[src/rtl/pipelined_write_rx_pkg.sv]
// Shared types for the pipelined-write link receiver: link cycle layouts,
// write/cycle type encodings, rx state encoding and beat-count helpers.
package pipelined_write_rx_pkg;

  localparam int LINK_W   = 10;
  localparam int LINK_DAT = 8;

  typedef enum logic [1:0] {
    RX_IDLE  = 2'd0,
    RX_DATA  = 2'd1,
    RX_DRAIN = 2'd2
  } rx_state_e;

  typedef logic [2:0] beat_cnt_t;

  // num_cycles==0 on the link means a full-length write
  localparam beat_cnt_t NUM0_BEATS = 3'd4;

  typedef enum logic [2:0] {
    WT_STD          = 3'd0,
    WT_MULTI_WDONE  = 3'd1,
    WT_SINGLE_WDONE = 3'd2
  } WRITE_TYPE__ET;

  typedef enum logic [1:0] {
    CT_IDLE  = 2'd0,
    CT_VALID = 2'd1,
    CT_DONE  = 2'd2,
    CT_RSVD  = 2'd3
  } CYCLE_TYPE__ET;

  typedef struct packed {
    logic [3:0] rsvd;
    logic       val;
    logic [1:0] num_cycles;
    logic [2:0] write_type;
  } write_cmd__st;

  typedef struct packed {
    logic [1:0]          cycle_type;
    logic [LINK_DAT-1:0] dat;
  } write_dat__st;

  function automatic beat_cnt_t num_to_beats(input logic [1:0] n);
    return (n == 2'd0) ? NUM0_BEATS : beat_cnt_t'({1'b0, n});
  endfunction

endpackage

[src/rtl/pipelined_write_rx_slot.sv]
// Output holding register for assembled writes: valid/ready handshake,
// load-while-handshake passthrough and overflow detection on a busy slot.
module pipelined_write_rx_slot
  import pipelined_write_rx_pkg::*;
#(
  parameter int DW = 32
) (
  input  logic          clk,
  input  logic          rst,
  input  logic          i_load,
  input  logic [DW-1:0] i_dat,
  input  beat_cnt_t     i_beats,
  input  logic [2:0]    i_type,
  input  logic          i_rdy,
  output logic          o_vld,
  output logic [DW-1:0] o_dat,
  output beat_cnt_t     o_beats,
  output logic [2:0]    o_type,
  output logic          o_ovf
);

  logic          r_vld, r_ovf;
  logic [DW-1:0] r_dat;
  beat_cnt_t     r_beats;
  logic [2:0]    r_type;
  logic          w_free;

  // A handshake in the same cycle frees the slot for the incoming write
  assign w_free = !r_vld || i_rdy;

  always_ff @(posedge clk) begin
    if (rst) begin
      r_vld   <= 1'b0;
      r_ovf   <= 1'b0;
      r_dat   <= '0;
      r_beats <= '0;
      r_type  <= '0;
    end else begin
      r_ovf <= i_load && !w_free;
      if (i_load && w_free) begin
        r_vld   <= 1'b1;
        r_dat   <= i_dat;
        r_beats <= i_beats;
        r_type  <= i_type;
      end else if (r_vld && i_rdy) begin
        r_vld <= 1'b0;
      end
    end
  end

  assign o_vld   = r_vld;
  assign o_dat   = r_dat;
  assign o_beats = r_beats;
  assign o_type  = r_type;
  assign o_ovf   = r_ovf;

endmodule

[src/rtl/pipelined_write_rx.sv]
// Pipelined-write link receiver: decodes command/data cycles, assembles beats
// into one write and generates wdone/error pulses. Optional bubble timeout
// inside a write is enabled by defining PIPELINED_WRITE_RX_TIMEOUT_EN.
module pipelined_write_rx
  import pipelined_write_rx_pkg::*;
#(
  parameter int MAX_WR_CYCLES  = 4,
  parameter int WR_WIDTH       = 8,
  parameter int TIMEOUT_CYCLES = 16
) (
  input  logic                              clk,
  input  logic                              rst,
  input  logic [LINK_W-1:0]                 link_i,
  output logic                              out_vld,
  input  logic                              out_rdy,
  output logic [MAX_WR_CYCLES*WR_WIDTH-1:0] out_dat,
  output logic [2:0]                        out_beats,
  output logic [2:0]                        out_type,
  output logic                              wdone_o,
  output logic                              err_proto_o,
  output logic                              err_ovf_o
);

  localparam int DW = MAX_WR_CYCLES * WR_WIDTH;
  localparam int IW = $clog2(MAX_WR_CYCLES);
  localparam logic [1:0] ST_IDLE  = RX_IDLE;
  localparam logic [1:0] ST_DATA  = RX_DATA;
  localparam logic [1:0] ST_DRAIN = RX_DRAIN;

  write_cmd__st  w_cmd;
  write_dat__st  w_dat;
  logic [1:0]    r_state, w_nxt;
  beat_cnt_t     r_n, r_cnt;
  logic [2:0]    r_type;
  logic [DW-1:0] r_dat, w_asm;
  logic          w_start, w_acc, w_done, w_err, w_bubble, w_last;
  logic          r_wdone, r_err;

  assign w_cmd  = write_cmd__st'(link_i);
  assign w_dat  = write_dat__st'(link_i);
  assign w_last = (r_cnt == beat_cnt_t'(r_n - 3'd1));

`ifdef PIPELINED_WRITE_RX_TIMEOUT_EN
  localparam int TW = $clog2(TIMEOUT_CYCLES + 1);
  logic [TW-1:0] r_to;
  logic          w_to_hit;
  assign w_to_hit = w_bubble && (r_to == TW'(TIMEOUT_CYCLES - 1));
`endif

  always_comb begin
    w_nxt    = r_state;
    w_start  = 1'b0;
    w_acc    = 1'b0;
    w_done   = 1'b0;
    w_err    = 1'b0;
    w_bubble = 1'b0;
    case (r_state)
      ST_IDLE: begin
        if (w_cmd.val) begin
          if (w_cmd.write_type <= WT_SINGLE_WDONE) begin
            w_start = 1'b1;
            w_nxt   = ST_DATA;
          end else begin
            w_err = 1'b1;
          end
        end
      end
      ST_DATA: begin
        case (w_dat.cycle_type)
          CT_IDLE:  w_bubble = 1'b1;
          CT_VALID: if (w_last) w_err = 1'b1; else w_acc = 1'b1;
          CT_DONE: begin
            if (w_last) begin
              w_acc  = 1'b1;
              w_done = 1'b1;
              w_nxt  = ST_IDLE;
            end else begin
              w_err = 1'b1;
            end
          end
          default:  w_err = 1'b1;
        endcase
        if (w_err) w_nxt = ST_DRAIN;
`ifdef PIPELINED_WRITE_RX_TIMEOUT_EN
        if (w_to_hit) begin
          w_err = 1'b1;
          w_nxt = ST_IDLE;
        end
`endif
      end
      ST_DRAIN: begin
        if (w_dat.cycle_type == CT_DONE || w_dat.cycle_type == CT_IDLE) w_nxt = ST_IDLE;
      end
      default: w_nxt = ST_IDLE;
    endcase
  end

  // Current beat is merged combinationally so the slot loads the full write on DONE
  always_comb begin
    w_asm = r_dat;
    if (w_acc) w_asm[r_cnt[IW-1:0]*WR_WIDTH +: WR_WIDTH] = w_dat.dat;
  end

  always_ff @(posedge clk) begin
    if (rst) begin
      r_state <= ST_IDLE;
      r_n     <= '0;
      r_cnt   <= '0;
      r_type  <= '0;
      r_dat   <= '0;
      r_wdone <= 1'b0;
      r_err   <= 1'b0;
    end else begin
      r_state <= w_nxt;
      r_err   <= w_err;
      r_wdone <= w_acc && (r_type == WT_MULTI_WDONE ||
                           (r_type == WT_SINGLE_WDONE && w_done));
      if (w_start) begin
        r_n    <= num_to_beats(w_cmd.num_cycles);
        r_type <= w_cmd.write_type;
        r_cnt  <= '0;
        r_dat  <= '0;
      end else if (w_acc) begin
        r_cnt <= r_cnt + 3'd1;
        r_dat <= w_asm;
      end
    end
  end

`ifdef PIPELINED_WRITE_RX_TIMEOUT_EN
  always_ff @(posedge clk) begin
    if (rst || w_start || w_acc) r_to <= '0;
    else if (w_bubble)           r_to <= r_to + TW'(1);
  end
`endif

  pipelined_write_rx_slot #(.DW(DW)) u_slot (
    .clk     (clk),
    .rst     (rst),
    .i_load  (w_done),
    .i_dat   (w_asm),
    .i_beats (r_cnt + 3'd1),
    .i_type  (r_type),
    .i_rdy   (out_rdy),
    .o_vld   (out_vld),
    .o_dat   (out_dat),
    .o_beats (out_beats),
    .o_type  (out_type),
    .o_ovf   (err_ovf_o)
  );

  assign wdone_o     = r_wdone;
  assign err_proto_o = r_err;

endmodule

[config.mk]
export PLATFORM = sky130hd
export DESIGN_NAME = pipelined_write_rx
export DESIGN_NICKNAME = d
export VERILOG_FILES = /design/src/rtl/pipelined_write_rx_pkg.sv /design/src/rtl/pipelined_write_rx_slot.sv /design/src/rtl/pipelined_write_rx.sv
export SDC_FILE = /design/constraint.sdc
export NUM_CORES = 1
export LEC_CHECK = 0
export CAP_MARGIN = 15
export CORE_MARGIN = 8
export CORE_UTILIZATION = 50
export DETAILED_ROUTE_END_ITERATION = 8
export GPL_TIMING_DRIVEN = 0
export PLACE_DENSITY_LB_ADDON = 0.08
export RECOVER_POWER = 25
export SETUP_SLACK_MARGIN = 0.3
export SYNTH_ARGS = -nofsm -noshare
export SYNTH_HDL_FRONTEND = slang
export SYNTH_SLANG_ARGS = --single-unit
[constraint.sdc]
create_clock -name clk -period 2.8 [get_ports clk]
set_input_delay 0.28 -clock clk [delete_from_list [all_inputs] [get_ports clk]]
set_output_delay 0.28 -clock clk [all_outputs]
set_load 0.05 [all_outputs]
==> metrics.md <==
| Metric | Value |
|---|---|
| Crit path launch type | register |
| DR vias/cell | 6.30 |
| Vias in the first global route | 3696 |
| Critical path class | register to register |
| Distinct cell type count after synthesis | 48 |
| Row count | 33 |
| Worst EP required | 3.06 ns |
| # port buffers | 53 |
| TritonCTS Buffers | 9 |
| Largest net degree at the start of global routing | 15 |
| Syn Nets | 464 |
| RSZ-0062 raised after global routing | true |
| Number of synthesized register bits | 85 |
| Clk pwr share | 0.426 |
| Skew final | 0.00819 ns |
| Share of synthesized registers carrying an async set or reset | 0 |
| Yosys warnings | 0 |
| Maxcap violations | 0 |
| Place WS | -0.0727 ns |
| Sw Share | 0.235 |
| Initial Utilization | 0.511 |
| # diodes | 0 |
| Number of synthesized flops with an enable pin | 0 |
| CTS Root Cell | clkbuf_8 |
| Ys flop type | dfxtp_1 |
| Reg power frac | 0.487 |
| H-tree levels | 3 |
| Max-slew violation count | 0 |
| Die area | 11500 sq um |
| Int Power | 1.92 mW |
| Status | complete, no violations |
| Worst slew pin tran | 0.899 ns |
| Fin area | 5520 sq um |
| Setup tns final | 0 ns |
| CTS Sinks | 85 |
| Final period util | 0.887 |
| Area growth from synthesis to layout | 32.2% |
| Vias | 4033 |
| Nets | 550 |
| Syn Area/Cell | 9.41 sq um |
| CP Max Fanout | 10 |
| GR Overflow Total | 0 |
| Post-layout power | 2.50 mW |
| HP Class | register to register |
| Antenna violations before repair | 0 |
| Clk buf depth | 2 |
| Max-slew headroom | 0.396 |
| Comb pwr share | 0.087 |
| Hpwl dp | 8620 um |
| Horiz. Die Dim | 107 um |
| Psw | 589 uW |
| Synth Cell Area | 4180 sq um |
| Number of DRC markers in iteration 0 | 228 |
| Mapped Cells | 444 |
| PD cells | 453 nW/um^2 |
| Share of cells above drive strength 1 | 0.194 |
| Finished Core Util | 0.676 |
| Final setup vio count | 0 |
| Max IR drop VDD | 0.000308 V |
| Placer congestion estimate | 0.914 |
| DRC viols | 0 |
| Pleak | 1.90 nW |
| Remaining antenna violation count | 0 |
| Die Y | 107 um |
| Later-pin clock latency in the skew report | 0.36 ns |
| CTS tree | yes |
| Setup crit end kind | register |
| Hold Fails Final Rpt | 0 |
| Wire length of the first global-routing pass | 19200 um |
| Post-Route WL | 12300 um |
| Fin crit period | 2.48 ns |
| Tot GR Track Use | 0.206 |
| Sequential area share after synthesis | 0.407 |
| DR WL/cell | 19.2 um |
| Cell area after placement | 4860 sq um |
| TritonRoute pass-1 iters | 4 |
| Core ar. | 8180 sq um |
| Arrival @ worst endpoint | 2.74 ns |
| IO Pins | 55 |
| FMAX | 403 MHz |
| Worst-path clk slew | 0.09 ns |
| Worst setup margin | 0.317 ns |
-- placed cells by master, fill, tap and decap left out, types with 7 or more instances in the layout --
cell type         n
a311oi_1         24
mux2i_1           9
nand3_1          12
and3_1            7
nor3_1           12
a311oi_2          8
dfxtp_1          82
o2111ai_1        31
o21ai_0          18
clkbuf_1         19
buf_4            29
nor2_1           11
dlygate4sd3_1    30
clkbuf_8         10
inv_1             7
clkdlybuf4s50_1  23
o211ai_1         11
a21oi_1          74
nor2b_1          10
nor3_4            8
nor3b_1           8
-- cells in the mapped netlist (all sizes together) (2+ instances only) --
| library cell | instances | area (sq um) |
|---|---|---|
| nand2b | 5 | 31.3 |
| a211oi | 2 | 15.0 |
| o2111ai | 33 | 302 |
| o31ai | 2 | 15.0 |
| o211ai | 11 | 82.6 |
| and3 | 7 | 43.8 |
| xor2 | 2 | 32.5 |
| o31a | 2 | 17.5 |
| nor2 | 12 | 45.0 |
| nor3b | 8 | 60.1 |
| o21ai | 24 | 120 |
| or4bb | 8 | 90.1 |
| inv | 8 | 30.0 |
| mux2i | 13 | 130 |
| a21oi | 74 | 370 |
| xnor2 | 3 | 33.8 |
| nor3 | 22 | 121 |
| and4 | 2 | 17.5 |
| buf | 16 | 96.3 |
| nand3b | 2 | 15.0 |
| ha | 7 | 87.6 |
| dfxtp | 85 | 1700 |
| nand4 | 4 | 31.3 |
| clkbuf | 26 | 100 |
| nor2b | 10 | 62.6 |
| nand3 | 12 | 60.1 |
| a311oi | 32 | 324 |
-- flip-flops by register name (all words and copies together) (netlist names) --
name	flops
r_n	3
r_state	2
r_cnt	3
r_dat	32
u_slot.o_dat	32
err_proto_o	1
u_slot.o_vld	1
wdone_o	1
u_slot.o_beats	3
u_slot.o_type	3
u_slot.o_ovf	1
r_type	3
-- power groups by stage --
| stage | clock network (mW) | registers [mW] | logic (mW) |
|---|---|---|---|
| 3_3_place_gp | 0 | 1.25 | 0.171 |
| 5_1_grt | 1.12 | 1.22 | 0.233 |
| 3_5_place_dp | 0 | 1.25 | 0.174 |
| 2_1_floorplan | 0 | 1.25 | 0.108 |
| 4_1_cts | 1.09 | 1.22 | 0.185 |
| 6_report | 1.07 | 1.22 | 0.219 |
-- worst max-delay path: stages, from the launching register on --
cell and delay [ns]:
dfxtp_4 0.36, buf_6 0.12, buf_8 0.11, clkbuf_16 0.14, clkinvlp_4 0.09, ha_1 0.25
clkbuf_4 0.23, or4bb_1 0.45, nor3_1 0.22, mux2i_1 0.16, a311oi_1 0.25
-- through the flow --
stage | hold slack, ns | std cells
2_1_floorplan | 0.427 | 444
3_3_place_gp | 0.447 | 602
3_5_place_dp | 0.457 | 603
4_1_cts | 0.470 | 622
5_1_grt | 0.496 | 640
6_report | 0.469 | 640
-- cells by family after synthesis --
logic type / share of synthesized area
fa+ha+maj: 0.0210
mux: 0.0339
buf+inv: 0.0542
simple gates: 0.148
flops: 0.407
compound gates: 0.309
xor+xnor: 0.0273
-- routing by layer --
metal / vias to the layer above / share of wire / GRT usage
li1: 1925 / - / -
met1: 1962 / 0.46 / 0.269
met2: 124 / 0.48 / 0.331
met3: 22 / 0.050 / 0.0359
met4: 0 / 0.017 / 0.0803
met5: - / 0 / 0
-- worst paths after layout --
| check | start | to | slack [ns] | cells after the start |
|---|---|---|---|---|
| worst max register to register | r_cnt[0] | u_slot.o_dat[5] | 0.32 | 10 |
| worst min-delay path | r_type[2] | r_type[2] | 0.47 | 2 |
| worst min register to register | r_type[2] | r_type[2] | 0.47 | 2 |
| worst max-delay path | r_cnt[0] | u_slot.o_dat[5] | 0.32 | 10 |
-- cell type report --
cell class,count,area [sq um]
fill,659,2650
multi-input combinational,309,2430
inverter,8,33.8
tap,105,131
buffer,42,255
sequential,85,1710
clock inverter,5,108
timing repair buffer,75,713
clock buffer,11,141
-- timing repair --
item                       4_1_cts  5_1_grt
cloned                           0        1
pin swaps                        3        8
resized for setup               22       30
setup endpoints to repair       58       52
hold buffers                     0        0
buffers inserted                 3       17
No activity file was read; power rests on OpenSTA's default activity.
